`src/rtl/decryption_demux.sv`:
```
// Demultiplexer that queues encrypted words in a small FIFO and forwards each to its decryptor.
// Optional dropped-word counter enabled by defining DEMUX_ERR_CNT_EN.
module decryption_demux #(
  parameter int D_WIDTH = 8,
  parameter int DEPTH   = 4
) (
  input  logic               clk,
  input  logic               rst_n,
  input  logic [D_WIDTH-1:0] data_i,
  input  logic               valid_i,
  input  logic [1:0]         select_i,
  input  logic [2:0]         busy_i,
  output logic               busy_o,
  output logic [D_WIDTH-1:0] data0_o,
  output logic [D_WIDTH-1:0] data1_o,
  output logic [D_WIDTH-1:0] data2_o,
  output logic               valid0_o,
  output logic               valid1_o,
  output logic               valid2_o
`ifdef DEMUX_ERR_CNT_EN
  ,
  output logic [7:0]         err_cnt_o
`endif
);

  localparam int AW = $clog2(DEPTH);
  localparam int CW = AW + 1;
  localparam logic [CW-1:0] FULL_CNT = CW'(DEPTH);
  localparam logic [CW-1:0] HIGH_CNT = CW'(DEPTH - 1);

  logic [D_WIDTH-1:0] mem_data [DEPTH];
  logic [1:0]         mem_sel  [DEPTH];
  logic [AW-1:0]      wr_ptr, rd_ptr;
  logic [CW-1:0]      count;

  logic [1:0]         head_sel;
  logic [D_WIDTH-1:0] head_data;
  logic [3:0]         busy_ext;
  logic               head_busy, not_empty, full, pop, push, drop;

  // Select code 3 never enters the FIFO; the padded bit keeps the lookup total.
  assign busy_ext  = {1'b1, busy_i};
  assign head_sel  = mem_sel[rd_ptr];
  assign head_data = mem_data[rd_ptr];
  assign head_busy = busy_ext[head_sel];
  assign not_empty = (count != '0);
  assign full      = (count == FULL_CNT);
  assign pop       = not_empty && !head_busy;
  assign push      = valid_i && (select_i != 2'd3) && (!full || pop);
  assign drop      = valid_i && !push;
  assign busy_o    = (count >= HIGH_CNT);

  // Stage 0: FIFO storage (data path, not reset)
  always_ff @(posedge clk) begin
    if (push) begin
      mem_data[wr_ptr] <= data_i;
      mem_sel[wr_ptr]  <= select_i;
    end
  end

  always_ff @(posedge clk or negedge rst_n) begin
    if (!rst_n) begin
      wr_ptr <= '0;
      rd_ptr <= '0;
      count  <= '0;
    end else begin
      if (push) wr_ptr <= wr_ptr + AW'(1);
      if (pop)  rd_ptr <= rd_ptr + AW'(1);
      case ({push, pop})
        2'b10:   count <= count + CW'(1);
        2'b01:   count <= count - CW'(1);
        default: count <= count;
      endcase
    end
  end

  // Stage 1: registered per-target outputs
  always_ff @(posedge clk or negedge rst_n) begin
    if (!rst_n) begin
      data0_o  <= '0;
      data1_o  <= '0;
      data2_o  <= '0;
      valid0_o <= 1'b0;
      valid1_o <= 1'b0;
      valid2_o <= 1'b0;
    end else begin
      data0_o  <= '0;
      data1_o  <= '0;
      data2_o  <= '0;
      valid0_o <= 1'b0;
      valid1_o <= 1'b0;
      valid2_o <= 1'b0;
      if (pop) begin
        case (head_sel)
          2'd0: begin data0_o <= head_data; valid0_o <= 1'b1; end
          2'd1: begin data1_o <= head_data; valid1_o <= 1'b1; end
          2'd2: begin data2_o <= head_data; valid2_o <= 1'b1; end
          default: ;
        endcase
      end
    end
  end

`ifdef DEMUX_ERR_CNT_EN
  always_ff @(posedge clk or negedge rst_n) begin
    if (!rst_n)
      err_cnt_o <= 8'd0;
    else if (drop && (err_cnt_o != 8'hFF))
      err_cnt_o <= err_cnt_o + 8'd1;
  end
`else
  logic unused_drop;
  assign unused_drop = drop;
`endif

endmodule

```
`config.mk`:
```
export PLATFORM = sky130hd
export DESIGN_NAME = decryption_demux
export DESIGN_NICKNAME = d
export VERILOG_FILES = /design/src/rtl/decryption_demux.sv
export SDC_FILE = /design/constraint.sdc
export NUM_CORES = 1
export LEC_CHECK = 0
export ABC_AREA = 1
export BUFFER_PORTS_ARGS = -buffer_cell sky130_fd_sc_hd__buf_2
export CORE_AREA = 2 2 54 107
export DETAILED_ROUTE_END_ITERATION = 8
export DIE_AREA = 0 0 56 109
export HOLD_SLACK_MARGIN = 0.03
export PLACE_DENSITY_LB_ADDON = 0.2
export SETUP_SLACK_MARGIN = 0.05
export SLEW_MARGIN = 20
export SYNTH_ARGS = -nofsm -noshare
export SYNTH_HDL_FRONTEND = slang
export SYNTH_SLANG_ARGS = --single-unit
```
`constraint.sdc`:
```
create_clock -name clk -period 3.73 [get_ports clk]
set_clock_uncertainty 0.15 [all_clocks]
set_input_delay 0.746 -clock clk [delete_from_list [all_inputs] [get_ports clk]]
set_output_delay 0.746 -clock clk [all_outputs]
set_load 0.005 [all_outputs]
```
==> out/results.tsv <==
metric	value	unit
layout_common_cells	44 x nand2_1, 43 x buf_2, 40 x edfxtp_1	
maxCapViolCount	0	
min_period	2.905	ns
cp_num_buf_inv	1	
cp-start-kind	flop	
critical_path_arrival	2.73	ns
grt_antenna_before_repair	0	
hpwl	3.326	mm
cts.sinks	74	
p_per_area	794.5	nW/um^2
synth-xor-area-share	1.228	%
vias	1664	
grt_pass1_wl	7.396	mm
cts_tree	yes	
clk_latency	0.34	ns
clk_pin_slew	0.08	ns
ios	44	
crit_type	flop to flop	
place_worst_setup_slack	0.8453	ns
seqCellArea	2052	um^2
syn_area	2853	um^2
syn_to_final_growth	15.26	%
slew_viol_final	0	
synth-compound-area-share	5.658	%
die_h	109	um
finalPower	2612	uW
tightest_slew	0.7572	ns
slew_headroom	49.33	%
setup_ws	0.8253	ns
htree_levels	3	
coreArea	5325	um^2
gp_congestion	0.9080	
grt_overflow	0	
root_buffer	clkbuf_8	
post_cts_buffers	0	
fin_tns_setup	0	ns
hold_path.class	input pin to async pin	
numPortBuffers	43	
ctsResizeCount	0	
ys_seq_area_share	71.93	%
die_w	56	um
syn_avg_cell_area	12.62	um^2
crit_chain	inv_2 > nand2_1 > nand3_2 > nand2_2 > nand2_1 > nand2_1 > and2_4 > o21ai_4 > nor2_1	
cp.required	3.55	ns
layout.nets	296	
first_iter_violations	62	
drtAntennaViolNets	0	
ctsLongestPathBuffers	2	
max_freq	0.3443	GHz
grt.total_usage	16.47	%
yosysUniqueCellTypes	22	
numCtsBuffers	9	
drive_above_1_share	26.79	%
slowest_stage	dfrtp_1	
syn_nets	247	
fill_cells	424	
critPathMaxStageDelay	0.71	ns
synth-seq-cells	74	
multi_input_area	691.9	um^2
die-area	6104	um^2
rsz0062_at_grt	no	
r2r-end	mem_data[1][5]$_DFFE_PP_	
via_per_inst	4.894	
final-setup-viol-count	0	
p_leak	0.001555	uW
hold_buffers	0	
layout_commonest_cell	nand2_1	
cp_common_cell	nand2_1	
drt_first_pass_iters	4	
grt_max_degree	35	
outcome	complete, no violations	
critPathTopFamily	simple AND/OR/NAND/NOR gates	
hold_violations	0	
routedWlPerCell	12.91	um
rrSetupSlack	0.83	ns
wirelength	4.391	mm
reg2regPathDepth	9	
end_kind	flop	
synth.area.mux_share	0	%
ir_drop	558.9	uV
rows	38	
post-route-period-util	77.87	%
diodes	0	
synth_top_family_by_area	simple AND/OR/NAND/NOR gates	
yosys_warnings	0	
drc	0	
grt_pass1_vias	1642	
path_max_fanout	22	
r2r_start	rd_ptr[0]$_DFFE_PN0P_	
syn-instance-count	226	
synthAdderAreaFrac	2.456	%
synth-simple-area-share	14.91	%
initial_core_util	53.57	%
==> worst max-delay path by stage <==
stage / from / to / slack, ns / depth (start not counted)
after floorplan: rd_ptr[0]$_DFFE_PN0P_ / mem_data[0][0]$_DFFE_PP_ / 1.57 / 9
after global placement: rd_ptr[0]$_DFFE_PN0P_ / mem_data[1][0]$_DFFE_PP_ / 0.94 / 9
after detailed placement: rd_ptr[0]$_DFFE_PN0P_ / mem_data[1][4]$_DFFE_PP_ / 0.85 / 9
after CTS: rd_ptr[0]$_DFFE_PN0P_ / mem_data[1][3]$_DFFE_PP_ / 0.81 / 9
after global routing: rd_ptr[0]$_DFFE_PN0P_ / mem_data[1][3]$_DFFE_PP_ / 0.48 / 9
final: rd_ptr[0]$_DFFE_PN0P_ / mem_data[1][5]$_DFFE_PP_ / 0.83 / 9
==> power breakdown <==
group | switching [uW] | leakage [uW] | internal [uW] | total [uW]
clock network | 285 | 0.0000880 | 245 | 530
registers | 98.5 | 0.000818 | 1080 | 1180
logic | 574 | 0.000649 | 331 | 904
==> registers in the layout (all words and copies together) (netlist names) <==
register / count
mem_data: 32
wr_ptr: 2
valid1_o: 1
data0_o: 8
rd_ptr: 2
count: 3
data2_o: 8
data1_o: 8
valid0_o: 1
valid2_o: 1
mem_sel: 8
==> cells by family (layout without fill, tap and decap cells) <==
| group | after synthesis | in the layout |
|---|---|---|
| simple gates | 95 | 95 |
| flops | 74 | 74 |
| xor+xnor | 4 | 4 |
| fa+ha+maj | 5 | 5 |
| buf+inv | 26 | 80 |
| compound gates | 22 | 22 |
==> cell type report <==
type | instances | area share [%]
sequential | 74 | 62.40
multi-input combinational | 126 | 21.04
timing repair buffer | 43 | 6.545
clock buffer | 9 | 3.767
inverter | 21 | 2.397
tap | 60 | 2.283
clock inverter | 7 | 1.560
==> through the flow <==
stage	cell area, um^2	util (%)	instances	hold slack [ns]
finish	3288	61.75	340	0.3013
global route	3288	61.75	340	0.3521
CTS	3288	61.75	340	0.3117
detailed placement	3113	58.46	324	0.3488
global placement	3113	58.46	324	0.3381
floorplan	2853	-	226	0.3004
==> metal layers <==
layer | global-route usage [%] | vias to the layer above | wire length (um)
met1 | 18.76 | 759 | 1886
met4 | 10.03 | 0 | 118
met2 | 26.64 | 39 | 2194
met3 | 5.457 | 9 | 192
met5 | 0 | - | 0
li1 | - | 857 | -
==> cell usage after synthesis <==
| cell type | instances | area share, % |
|---|---|---|
| xor2_1 | 4 | 1.2 |
| a32o_1 | 8 | 2.8 |
| nand2_1 | 44 | 5.8 |
| a21oi_1 | 11 | 1.9 |
| inv_1 | 18 | 2.4 |
| nor2_1 | 31 | 4.1 |
| nand3_2 | 6 | 2.1 |
| inv_2 | 3 | 0.39 |
| o21ai_0 | 1 | 0.18 |
| fa_1 | 1 | 0.70 |
| o21ai_1 | 1 | 0.18 |
| nand2_2 | 6 | 1.3 |
| buf_6 | 1 | 0.39 |
| ha_1 | 4 | 1.8 |
| clkbuf_1 | 3 | 0.39 |
| and2_4 | 1 | 0.31 |
| edfxtp_1 | 40 | 42 |
| o21ai_4 | 1 | 0.57 |
| dfrtp_1 | 34 | 30 |
| nand4_1 | 2 | 0.44 |
| buf_4 | 1 | 0.26 |
| nand3_1 | 5 | 0.88 |
Power figures use the tool's default switching activity.
